### src/rtl/pca_pkg.sv
// ============================================================================
// pca_pkg : shared types and default sizes for the PCA result path
// Rev 1.0
// ============================================================================
`default_nettype none

package pca_pkg;

    localparam int MATRIX_SIZE_DEF = 4;
    localparam int DATA_WIDTH_DEF  = 8;
    localparam int MAT_ELEMS       = MATRIX_SIZE_DEF * MATRIX_SIZE_DEF;
    localparam int ROW_BITS        = MATRIX_SIZE_DEF * DATA_WIDTH_DEF;

    typedef enum logic {
        COLLECT = 1'b0,
        FULL    = 1'b1
    } collector_state_t;

endpackage

`default_nettype wire

### src/rtl/unpacked_packed_converter.sv
// ============================================================================
// unpacked_packed_converter : flattens an element array into one packed word
// Rev 1.0
// ============================================================================
`default_nettype none

module unpacked_packed_converter
    import pca_pkg::*;
#(
    parameter int ELEMS      = MAT_ELEMS,
    parameter int DATA_WIDTH = DATA_WIDTH_DEF
) (
    input  logic [DATA_WIDTH-1:0]       unpacked_data [ELEMS],
    output logic [ELEMS*DATA_WIDTH-1:0] packed_data
);

    // Element i lands in slice i, so element 0 occupies the least significant bits.
    for (genvar i = 0; i < ELEMS; i++) begin : g_elem
        assign packed_data[i*DATA_WIDTH +: DATA_WIDTH] = unpacked_data[i];
    end

endmodule

`default_nettype wire

### src/rtl/tpu_result_collector.sv
// ============================================================================
// tpu_result_collector : gathers TPU rows into a matrix and hands it downstream
// Rev 1.0
// ============================================================================
`default_nettype none

module tpu_result_collector
    import pca_pkg::*;
#(
    parameter  int MATRIX_SIZE = 4,
    parameter  int DATA_WIDTH  = 8,
    parameter  int CNT_WIDTH   = 16,
    localparam int IDX_W       = (MATRIX_SIZE > 1) ? $clog2(MATRIX_SIZE) : 1
) (
    input  logic                                      clk,
    input  logic                                      rst_n,
    input  logic                                      flush,
    input  logic                                      row_valid,
    output logic                                      row_ready,
    input  logic [MATRIX_SIZE*DATA_WIDTH-1:0]         row_data,
    output logic                                      mat_valid,
    input  logic                                      mat_ready,
    output logic [MATRIX_SIZE*MATRIX_SIZE*DATA_WIDTH-1:0] mat_data,
    output logic [IDX_W-1:0]                          row_idx,
    output logic [CNT_WIDTH-1:0]                      mat_count
);

    localparam int               N_ELEMS  = MATRIX_SIZE * MATRIX_SIZE;
    localparam logic [IDX_W-1:0] LAST_ROW = IDX_W'(MATRIX_SIZE - 1);

    collector_state_t      state;
    collector_state_t      state_next;
    logic                  accept;
    logic                  handshake;
    logic                  last_row;
    logic [DATA_WIDTH-1:0] buffer [N_ELEMS];

    // flush masks both accept and handshake so it wins over either event.
    always_comb begin
        state_next = state;
        row_ready  = (state == COLLECT);
        mat_valid  = (state == FULL);
        last_row   = (row_idx == LAST_ROW);
        accept     = row_valid && row_ready && !flush;
        handshake  = mat_valid && mat_ready && !flush;
        if (flush) begin
            state_next = COLLECT;
        end else begin
            case (state)
                COLLECT: if (accept && last_row) state_next = FULL;
                FULL:    if (handshake)          state_next = COLLECT;
                default:                         state_next = COLLECT;
            endcase
        end
    end

    always_ff @(posedge clk or negedge rst_n) begin
        if (!rst_n) state <= COLLECT;
        else        state <= state_next;
    end

    always_ff @(posedge clk or negedge rst_n) begin
        if (!rst_n) begin
            row_idx   <= '0;
            mat_count <= '0;
        end else begin
            if (flush)       row_idx <= '0;
            else if (accept) row_idx <= last_row ? '0 : row_idx + IDX_W'(1);
            if (handshake)   mat_count <= mat_count + CNT_WIDTH'(1);
        end
    end

    // Stale rows from the previous matrix are simply overwritten on refill.
    always_ff @(posedge clk or negedge rst_n) begin
        if (!rst_n) begin
            for (int i = 0; i < N_ELEMS; i++) buffer[i] <= '0;
        end else if (accept) begin
            for (int r = 0; r < MATRIX_SIZE; r++) begin
                if (row_idx == IDX_W'(r)) begin
                    for (int c = 0; c < MATRIX_SIZE; c++)
                        buffer[r*MATRIX_SIZE + c] <= row_data[c*DATA_WIDTH +: DATA_WIDTH];
                end
            end
        end
    end

    unpacked_packed_converter #(
        .ELEMS      (N_ELEMS),
        .DATA_WIDTH (DATA_WIDTH)
    ) u_conv (
        .unpacked_data (buffer),
        .packed_data   (mat_data)
    );

endmodule

`default_nettype wire

### config.mk
export PLATFORM = sky130hd
export DESIGN_NAME = tpu_result_collector
export DESIGN_NICKNAME = d
export VERILOG_FILES = /design/src/rtl/pca_pkg.sv /design/src/rtl/unpacked_packed_converter.sv /design/src/rtl/tpu_result_collector.sv
export SDC_FILE = /design/constraint.sdc
export NUM_CORES = 1
export LEC_CHECK = 0
export ABC_AREA = 1
export ABC_CLOCK_PERIOD_IN_PS = 3800
export BUFFER_PORTS_ARGS = -buffer_cell sky130_fd_sc_hd__buf_2
export CORE_MARGIN = 2
export CORE_UTILIZATION = 54
export DETAILED_ROUTE_END_ITERATION = 7
export GPL_TIMING_DRIVEN = 0
export PLACE_DENSITY = 0.93
export REMOVE_ABC_BUFFERS = 1
export SLEW_MARGIN = 20
export SYNTH_ARGS = -nofsm -noshare
export SYNTH_HDL_FRONTEND = slang
export SYNTH_SLANG_ARGS = --single-unit
### constraint.sdc
create_clock -name clk -period 3.8 [get_ports clk]
set_input_delay 0.76 -clock clk [delete_from_list [all_inputs] [get_ports clk]]
set_output_delay 0.76 -clock clk [all_outputs]
set_load 0.05 [all_outputs]
# After elaboration in Yosys (flattened, before gate mapping)
# Cells that the tools add are included.
op_classes:
  add_sub_neg: 2
  multipliers: 0
  div_mod_pow: 0
  order_cmp: 0
  n_eq_ne: 3
  n_shift: 0
  muxes: 7
  bitwise: 1
  n_reduce_logical: 12
ops:
  columns: ["op", "count"]
  rows:
  - ["adder 16 x 1 -> 16 bit (second input constant)", 1]
  - ["AND reduction 2 bit", 4]
  - ["two-way mux 2 bit", 3]
  - ["logical AND 1 bit", 5]
  - ["== test 2 bit (second input constant)", 2]
  - ["two-way mux 1 bit", 3]
  - ["adder 2 x 1 -> 2 bit (second input constant)", 1]
  - ["== test 2 x 1 -> 1 bit (second input constant)", 1]
  - ["zero test 2 bit", 1]
  - ["case mux 1 bit (2 select lines)", 1]
  - ["nonzero test 2 bit", 1]
  - ["zero test 1 bit", 1]
  - ["inverter 1 bit", 1]
word_totals:
  regBits: 147
  latchBits: 0
  ram_bits: 0
  mem_bits_ro: 0
  inputBits: 37
  out_inout_bits: 148
  elab_cells: 44
  mem_count: 0

# Logic depth before layout (Yosys ltp)
# Gate-level depths: netlist (run 1).
logic_depth:
  depth_word: 7
  depth_mapped: 8
  ltp_nobuf: 8

# Hierarchy
# A second synthesis (run 1) with hierarchy kept.
unflattened:
  cells_unflattened: 690
  hier_area_um2: 6513.7
by_module_without_submodules:
  columns: ["mod", "instances", "cells_per_inst", "area_per_inst_um2", "seq_area_each_um2"]
  rows:
  - ["tpu_result_collector", 1, 562, 5552.8, 3678.5]
  - ["unpacked_packed_converter", 1, 128, 960.9, 0.0]

# Least setup slack after synthesis (run 1)
# No wires, ideal clock.
synth_path:
  path_type: "register -> output"
  start: "reg state, in the netlist mat_valid"
  end: "out row_ready"
  arrival_time_ns: 1.106
  required_time_ns: 3.040
  path_slack_ns: 1.934
  stages_incl_launch_ff: 2
  path_buffers: 0
  path_cell_list: "dfrtp_1 -> inv_1"
synth_between:
  elab_chain_len: 1
synth_rtl:
  columns: ["element", "line_no", "text"]
  rows:
  - ["start: declaration", "tpu_result_collector.sv:31", "collector_state_t state;"]
  - ["start signal: assignment", "tpu_result_collector.sv:59", "else state <= state_next;"]
  - ["inverter 1 bit", "tpu_result_collector.sv:41", "row_ready = (state == COLLECT);"]
  - ["end: declaration", "tpu_result_collector.sv:19", "output logic row_ready,"]
# Every way passes these cells.

# Worst setup path after layout (run 1)
layout_path:
  start: "reg state, in the netlist mat_valid"
  end: "out mat_valid"
layout_lines:
  columns: ["element", "line_no", "text"]
  rows:
  - ["end: declaration", "tpu_result_collector.sv:21", "output logic mat_valid,"]
# No word-level cell between the ends.

==> summary.md, run 1 <==
| Metric | Value |
|---|---|
| Status | `completed` |
| Commonest cells post-synth | `nand2_1, dfrtp_1, o21ai_0, inv_1, nor2_1` |
| Post-Synthesis Cells | `563` |
| Crit-path max cell delay | `0.50 ns` |
| # IOs | `185` |
| Fillers | `797` |
| Layout cells sized above 1 | `29.2%` |
| CP Launch Type | `register` |
| Slowest cell on crit path | `dfrtp_1` |
| DR vias/cell | `5.10` |
| Syn_area_per_cell | `9.88 um^2` |
| Core area | `10200 um^2` |
| Gr usage total | `24.4%` |
| Global route overflow | `0` |
| Final hold violation count | `0` |
| Most frequent cell after synthesis | `nand2_1` |
| Sequential area share after synthesis | `66.1%` |
| Setup WS pre-CTS | `1.16 ns` |
| Worst setup margin | `1.72 ns` |
| Top cell type's share of synthesized area | `66.1%` |
| Critical-path cell list | `buf_2` |
| Chip height | `106 um` |
| CP Buf/Inv Count | `1` |
| Mux cell area share after synthesis | `0%` |
| CTS Buf Count | `17` |
| Via count | `4550` |
| WHS | `0.170 ns` |
| Critical path depth in cells | `1` |
| Max frequency | `481 MHz` |
| CP top delay family | `flip-flops` |
| Clock sink count | `147` |
| # placed instances | `860` |
| FF-to-FF setup slack | `1.83 ns` |
| Async set or reset register ratio after synthesis | `100%` |
| Yosys top cell by area | `dfrtp_1` |
| Clock transition at path regs | `0.07 ns` |
| CTS hold repair buffers | `0` |
| Synth Register Bits | `147` |
| Ant diodes | `0` |
| Final Skew | `0.0111 ns` |
| Setup CP Type | `reg -> out` |
| Initial DRC count | `352` |
| Worst setup EP type | `primary output` |
| Worst R2R Path Depth | `3` |
| Critical Path AT | `1.32 ns` |
| Final setup fails | `0` |
| Post-synth EDFFs | `0` |
| Worst-Skew Late Latency | `0.50 ns` |
| Final std cells w/o fill | `892` |
| Peak VDD IR | `0.000358 V` |
| Final setup TNS | `0 ns` |
| Pre-antenna DRT Iters | `5` |
| CTS Buffer Depth | `2` |
| Post-DP HPWL | `8.63 mm` |
| Crit path launch | `mat_valid$_DFF_PN0_` |
| Post-Synth XOR/XNOR Area | `1.57%` |
| CP endpoint | `mat_valid` |
| Multi-input logic area | `1620 um^2` |
| Post-route DRC violation count | `0` |
| Vias in the first global route | `4488` |
| Post-CTS Resized | `0` |
| DIE AREA | `11100 um^2` |
| Post-DR wirelength/cell | `14.6 um` |
| Leak pwr | `3.92 nW` |
| Max cap viols | `0` |
| Post-Synthesis Cell Area | `5560 um^2` |
| Final Slew Violations | `0` |
| Total power | `5.67 mW` |
| Worst slew pin tran | `0.660 ns` |
| Initial Util | `54.6%` |
| Post-Synth Adder-Cell Area | `1.12%` |
| Complex-gate fraction of the synthesized area | `12.0%` |
| Std-Cell Rows | `37` |
| Sequential cell area | `3680 um^2` |
| Relative slew margins | `56.0%` |
| Req. time, crit path | `3.04 ns` |
| Routed wire length | `13.0 mm` |
| HP Class | `in -> async` |
| Root Buffer | `clkbuf_8` |
| Largest family of logic cells by synthesized area | `simple AND/OR/NAND/NOR gates` |
| Reg-to-reg startpoint | `mat_valid$_DFF_PN0_` |
| RSZ-0062 raised after global routing | `false` |
| First-pass GRT wire length | `21.6 mm` |
| Area fraction in and, or, nand and nor cells after synthesis | `14.2%` |
| RR Endpoint | `buffer[74]$_DFFE_PN0P_` |
| Routed Antenna Nets | `0` |
| Initial antenna violation count | `0` |
| Die Width | `106 um` |
| Top_reg_cell synth | `dfrtp_1` |
| Largest net degree at the start of global routing | `85` |
| Final period utilization | `54.7%` |
| Count of cell types in the netlist | `18` |
| Nets | `785` |
| Pwr/cell area | `792 nW/um^2` |
| H-tree Lvls | `4` |
| Area grow syn2layout | `28.6%` |
| Synth area leaders | `dfrtp_1, o21ai_0, nand2_1` |
| Port Buffer Count | `184` |
| CTS tree | `yes` |
| Synth warn | `0` |
| Crit path time final | `2.08 ns` |
| Post-CTS Setup Bufs | `0` |
| Critical Path Fanout Max | `7` |
| GP Congestion | `0.798` |
-- worst min-delay path by stage --
stage	endpoint	cells past startpoint	from	slack, ns
2_1_floorplan	buffer[0]$_DFFE_PN0N_	0	rst_n	0.46
3_3_place_gp	buffer[37]$_DFFE_PN0P_	2	buffer[37]$_DFFE_PN0P_	0.46
3_5_place_dp	buffer[91]$_DFFE_PN0P_	2	buffer[91]$_DFFE_PN0P_	0.47
4_1_cts	mat_count[12]$_DFFE_PN0P_	1	rst_n	0.19
5_1_grt	mat_count[12]$_DFFE_PN0P_	1	rst_n	0.19
6_report	mat_count[12]$_DFFE_PN0P_	1	rst_n	0.17
-- sequential cells by signal, indices dropped and copies added, names as in the netlist --
signal	cells
buffer	128
mat_valid	1
mat_count	16
row_idx	2
-- logic make-up after synthesis --
group	Yosys count
compound gates	133
fa+ha+maj	5
xor+xnor	10
simple gates	197
flops	147
buf+inv	71
-- power by group --
part	internal, mW	switching [mW]
sequential	1.91	0.189
combinational	0.393	1.63
clock	0.879	0.661
total	3.18	2.49
-- stage by stage --
| stage | utilization [%] | instance area (um^2) |
|---|---|---|
| 2_1_floorplan | - | 5460 |
| 4_1_cts | 70.0 | 7130 |
| 3_3_place_gp | 64.3 | 6550 |
| 3_5_place_dp | 64.7 | 6590 |
| 5_1_grt | 70.2 | 7150 |
| 6_report | 70.2 | 7150 |
-- layout by cell type (no fill, tap or decap), drive strengths merged --
cell,netlist,final
nand2,163,163
xor2,4,4
clkbuf,12,19
nand3,6,6
nand4,5,5
dfrtp,147,147
nor3,4,4
a21oi,1,1
buf,12,185
inv,47,52
nor2,19,19
ha,5,5
xnor2,6,6
bufinv,0,1
o21ai,132,132
clkinvlp,0,5
clkinv,0,2
-- final cells by class --
type                            count  area share [%]
Sequential cell                   147            51.4
Clock inverter                     13            1.75
Timing Repair Buffer              185            13.4
Clock buffer                       19            5.89
Tap cell                          136            2.38
Multi-Input combinational cell    345            22.7
Inverter                           47            2.47
-- layer usage --
layer	GRT usage, %	vias to the layer above	routed length, um	share of wire (%)
met1	30.6	2222	5600	43
met3	6.12	15	691	5.3
met2	41.5	149	6600	51
li1	-	2164	-	-
met4	8.08	0	155	1.2
met5	0	-	0	0
No activity file was read; power rests on OpenSTA's default activity.
==> run 2, diff against run 1 <==
ABC_CLOCK_PERIOD_IN_PS = 1890   (was 3800)
CORE_UTILIZATION = 45   (was 54)
PLACE_DENSITY = 0.83   (was 0.93)
clock period = 1.89 ns   (was 3.8 ns; I/O delays follow)
==> run 2 against run 1 <==
Against the previous run:
- setup slack worse by 1.4 ns
- non-clock buffer count up 2
- combinational power up 100%
- register-to-register slack worse by 1.4 ns
- sequential share of layout area is 1.1 points lower
- power grew 110%
- critical path type unchanged
- highest routed layer unchanged
==> summary.md, run 2 (same netlist as run 1, synthesis figures left out) <==
| Metric | Value |
|---|---|
| HP Class | `in -> reg` |
| Worst R2R Path Depth | `4` |
| Slowest cell on crit path | `dfrtp_1` |
| Flip-flop count of the largest register after layout | `128` |
| Post-route DRC violation count | `0` |
| Worst-Skew Late Latency | `0.41 ns` |
| CP Launch Type | `register` |
| Sequential cell area | `3680 um^2` |
| # placed instances | `892` |
| Critical Path Fanout Max | `7` |
| Pre-antenna DRT Iters | `5` |
| Leak pwr | `3.95 nW` |
| Most common cell after layout, fill and taps aside | `buf_2` |
| DR vias/cell | `4.84` |
| # IOs | `185` |
| Worst slew pin tran | `0.565 ns` |
| Crit-path max cell delay | `0.48 ns` |
| Root Buffer | `clkbuf_16` |
| Reg with most FFs | `buffer` |
| Die Width | `115 um` |
| Ant diodes | `0` |
| Routed wire length | `12.8 mm` |
| Initial DRC count | `341` |
| Critical path depth in cells | `1` |
| Logic pwr share | `34.9%` |
| CTS Buffer Depth | `2` |
| Layout cells sized above 1 | `29.3%` |
| WHS | `0.227 ns` |
| Pwr/cell area | `1600 nW/um^2` |
| Final period utilization | `84.0%` |
| Port Buffer Count | `184` |
| DIE AREA | `13300 um^2` |
| Final Slew Violations | `0` |
| First-pass GRT wire length | `21.0 mm` |
| Global route overflow | `0` |
| CTS Buf Count | `17` |
| Nets | `787` |
| Gr usage total | `20.2%` |
| Biggest regs | `buffer x128, mat_count x16, row_idx x2` |
| Std-Cell Rows | `40` |
| Clock transition at path regs | `0.06 ns` |
| Max frequency | `630 MHz` |
| Core area | `12100 um^2` |
| Critical-path cell list | `buf_2` |
| Peak VDD IR | `0.000768 V` |
| Via count | `4486` |
| Final std cells w/o fill | `926` |
| Post-DP HPWL | `8.38 mm` |
| Final setup fails | `0` |
| CP top delay family | `flip-flops` |
| Initial antenna violation count | `0` |
| Max cap viols | `0` |
| Sw Pwr | `4.88 mW` |
| Sequential Power Share | `36.1%` |
| Fillers | `1039` |
| Relative slew margins | `62.3%` |
| Switching Share | `41.7%` |
| Req. time, crit path | `1.51 ns` |
| GP Congestion | `0.839` |
| Area grow syn2layout | `31.5%` |
| Worst setup EP type | `primary output` |
| Final Skew | `0.00757 ns` |
| Core Util, Final | `60.7%` |
| Status | `completed` |
| Total power | `11.7 mW` |
| Post-DR wirelength/cell | `13.8 um` |
| Vias in the first global route | `4356` |
| Crit path time final | `1.59 ns` |
| Int Power | `6.81 mW` |
| Largest net degree at the start of global routing | `75` |
| RSZ-0062 raised after global routing | `false` |
| Multi-input logic area | `1660 um^2` |
| Hold depth | `2` |
| Clock share of power | `29.0%` |
| Final setup TNS | `0 ns` |
| H-tree Lvls | `4` |
| Commonest cells after routing, fill and taps aside | `buf_2, nand2_1, dfrtp_1` |
| CTS tree | `yes` |
| CP Buf/Inv Count | `1` |
| Setup CP Type | `reg -> out` |
| Critical Path AT | `1.21 ns` |
| Final hold violation count | `0` |
| Routed Antenna Nets | `0` |
| Initial Util | `46.1%` |
| Clock sink count | `147` |
| Chip height | `115 um` |
==> run 2: metrics by stage <==
step | area [um^2] | worst slack [ns]
global placement | 6590 | -1.59
detailed placement | 6630 | -0.373
floorplan | 5460 | 0.0484
CTS | 7240 | -0.360
global route | 7320 | 0.248
finish | 7320 | 0.302
==> run 2: worst paths after layout <==
check / slack (ns) / startpoint / endpoint
setup reg to reg: 0.43 / mat_valid$_DFF_PN0_ / buffer[11]$_DFFE_PN0N_
hold reg to reg: 0.48 / buffer[68]$_DFFE_PN0P_ / buffer[68]$_DFFE_PN0P_
setup / recovery: 0.30 / mat_valid$_DFF_PN0_ / mat_valid
max in group asynchronous: 0.65 / rst_n / buffer[14]$_DFFE_PN0N_
min in group asynchronous: 0.51 / rst_n / mat_count[15]$_DFFE_PN0P_
hold / removal: 0.23 / flush / mat_valid$_DFF_PN0_
==> run 2: metal layers <==
layer,track usage [%],vias to the layer above,part of all wire (%)
met3,5.85,21,5.9
li1,-,2169,-
met5,0,-,0
met4,7.87,0,1.8
met2,32.8,141,48
met1,25.8,2155,44
==> run 2: repair_timing <==
action	in CTS	in global routing
pin swaps	0	1
gates resized for setup	0	4
hold buffers	1	0
setup endpoints to repair	128	128
hold endpoints to repair	73	0
setup buffers	0	1
==> run 2: cell type report <==
type                    instances  area share, %
clock buffers                  22           6.48
clock inverters                10           1.78
inverters                      47           2.41
multi-input cells             345           22.7
flip-flops and latches        147           50.3
well taps                     168           2.87
repair buffers                187           13.5
==> run 2: power groups by stage <==
stage	combinational [mW]	clock [mW]	sequential (mW)
after global placement	4.01	0	4.24
after global routing	4.34	3.59	4.30
after detailed placement	4.09	0	4.26
after CTS	4.09	3.44	4.22
final	4.09	3.39	4.22
after floorplan	0.544	0	6.72
==> run 3, diff against run 2 <==
ABC_CLOCK_PERIOD_IN_PS = 1300   (was 1890)
clock period = 1.3 ns   (was 1.89 ns; I/O delays follow)
==> run 3 against run 2 <==
Against the previous run:
- the flow now finishes with violations (negative setup slack)
- routed wire length grew 19%
- critical path type is now reg -> reg
- hold slack lost 0.099 ns
- global-route usage grew 3.6 points
- sequential power grew 47%
- cell count grew 1.5%
- count of clock-buffer cells in the layout is the same
- die area is the same
==> summary.md, run 3 (same netlist as run 1, synthesis figures left out) <==
| Metric | Value |
|---|---|
| HP Class | `in -> reg` |
| Die Width | `115 um` |
| Critical Path AT | `1.69 ns` |
| Hold depth | `2` |
| Leak pwr | `4.06 nW` |
| Std-Cell Rows | `40` |
| Switching Share | `41.1%` |
| Most common cell after layout, fill and taps aside | `nand2_1` |
| DIE AREA | `13300 um^2` |
| Pwr/cell area | `2230 nW/um^2` |
| Setup CP Type | `reg -> reg` |
| Initial antenna violation count | `0` |
| # IOs | `185` |
| Worst R2R Path Depth | `5` |
| GP Congestion | `0.839` |
| Global route overflow | `0` |
| Final period utilization | `109%` |
| H-tree Lvls | `4` |
| Final hold violation count | `0` |
| Crit path time final | `1.41 ns` |
| Post-route DRC violation count | `0` |
| Core area | `12100 um^2` |
| DP Area | `6630 um^2` |
| Biggest regs | `buffer x128, mat_count x16, row_idx x2` |
| Final std cells w/o fill | `940` |
| Final Slew Violations | `0` |
| Port Buffer Count | `184` |
| First-pass GRT wire length | `24.1 mm` |
| Peak VDD IR | `0.00124 V` |
| Initial Util | `46.1%` |
| Fin area | `7930 um^2` |
| Core Util, Final | `65.7%` |
| Crit path launch | `mat_valid$_DFF_PN0_` |
| Violated checks | `negative setup slack` |
| Post-DP HPWL | `8.38 mm` |
| Reg with most FFs | `buffer` |
| Routed wire length | `15.2 mm` |
| Clock share of power | `28.0%` |
| Nets | `801` |
| Final Skew | `0.00758 ns` |
| CTS Buf Count | `17` |
| Clock sink count | `147` |
| Routed Antenna Nets | `0` |
| Total power | `17.7 mW` |
| Chip height | `115 um` |
| # placed instances | `892` |
| Sw Pwr | `7.27 mW` |
| Area grow syn2layout | `42.5%` |
| Final setup fails | `136` |
| Hold wc startpoint | `flush` |
| FF-to-FF setup slack | `-0.11 ns` |
| Req. time, crit path | `1.58 ns` |
| Root Buffer | `clkbuf_16` |
| Pre-antenna DRT Iters | `4` |
| CTS Buffer Depth | `2` |
| Largest net degree at the start of global routing | `75` |
| Layout cells sized above 1 | `33.0%` |
| Worst setup EP type | `register` |
| Worst-Skew Late Latency | `0.41 ns` |
| Worst slew pin tran | `0.556 ns` |
| WHS | `0.127 ns` |
| Flip-flop count of the largest register after layout | `128` |
| Max frequency | `707 MHz` |
| Vias in the first global route | `4700` |
| Worst setup margin | `-0.115 ns` |
| RSZ-0062 raised after global routing | `true` |
| Sequential Power Share | `34.9%` |
| CP Launch Type | `register` |
| Commonest cells after routing, fill and taps aside | `nand2_1, dfrtp_1, buf_4` |
| DR vias/cell | `5.02` |
| Ant diodes | `0` |
| Critical Path Fanout Max | `32` |
| Relative slew margins | `62.9%` |
| Max cap viols | `0` |
| Post-DR wirelength/cell | `16.2 um` |
| RR Endpoint | `buffer[102]$_DFFE_PN0P_` |
| Reg-to-reg startpoint | `mat_valid$_DFF_PN0_` |
| Logic pwr share | `37.1%` |
| Initial DRC count | `421` |
| CTS tree | `yes` |
| Min-Delay Endpoint | `mat_valid$_DFF_PN0_` |
| Via count | `4719` |
| Clock transition at path regs | `0.06 ns` |
| Int Power | `10.4 mW` |
| Status | `finished with violations` |
| Gr usage total | `23.8%` |
## run 3: cell types whose count changed in the layout (fill, tap and decap cells not counted), moves of 5 or more
cell / previous run / this run
dfrtp_1: 147 / 140
clkbuf_4: 0 / 20
o21ai_0: 130 / 83
o21ai_1: 2 / 49
buf_4: 0 / 95
buf_6: 0 / 15
dfrtp_2: 0 / 7
ha_1: 5 / 0
buf_2: 183 / 63
## run 3: power by group through the flow
stage | clock network, mW | registers [mW] | logic, mW
finish | 4.96 | 6.19 | 6.57
global route | 5.23 | 6.30 | 6.92
CTS | 5.01 | 6.17 | 6.46
detailed placement | 0 | 6.19 | 5.95
global placement | 0 | 6.16 | 5.83
floorplan | 0 | 9.77 | 0.791
## run 3: what timing repair did
action,4_1_cts,5_1_grt
resized for setup,167,62
endpoints found under the hold margin,73,0
setup endpoints to repair,229,210
buffers inserted,11,0
pin swaps,6,2
hold buffers,1,0
gates cloned,4,0
## run 3: routing by layer
layer | share of wire, % | track usage (%) | vias up
met3 | 6.1 | 6.17 | 31
met2 | 49 | 38.8 | 183
li1 | - | - | 2205
met4 | 2.3 | 9.72 | 0
met5 | 0 | 0 | -
met1 | 42 | 30.4 | 2300
## run 3: worst max path at each step
stage,slack (ns),to
finish,-0.11,buffer[102]$_DFFE_PN0P_
global route,-0.20,buffer[102]$_DFFE_PN0P_
CTS,-0.1,buffer[29]$_DFFE_PN0N_
detailed placement,-0.89,buffer[34]$_DFFE_PN0P_
global placement,-2.06,buffer[30]$_DFFE_PN0N_
floorplan,-0.54,buffer[100]$_DFFE_PN0P_
## run 3: worst max-delay path, cell delays in order (launching register included)
cell and delay, ns:
dfrtp_2 0.46, nor3_4 0.17, buf_12 0.24, nand2_8 0.19, nand2_1 0.12, o21ai_0 0.10
## run 3: cell type report
cell class                      instances  area, um^2
Fill cell                             937        4130
Tap cell                              168         210
Clock buffer                           22         474
Inverter                               47         176
Timing Repair Buffer                  197        1420
Clock inverter                         10         130
Multi-Input combinational cell        349        1830
Sequential cell                       147        3690
## run 3: stage by stage
stage | setup TNS (ns) | setup slack [ns]
3_5_place_dp | -103.70 | -0.888
4_1_cts | -7.08 | -0.0957
3_3_place_gp | -395.58 | -2.06
6_report | -8.12 | -0.115
5_1_grt | -19.94 | -0.197
2_1_floorplan | -72.17 | -0.542
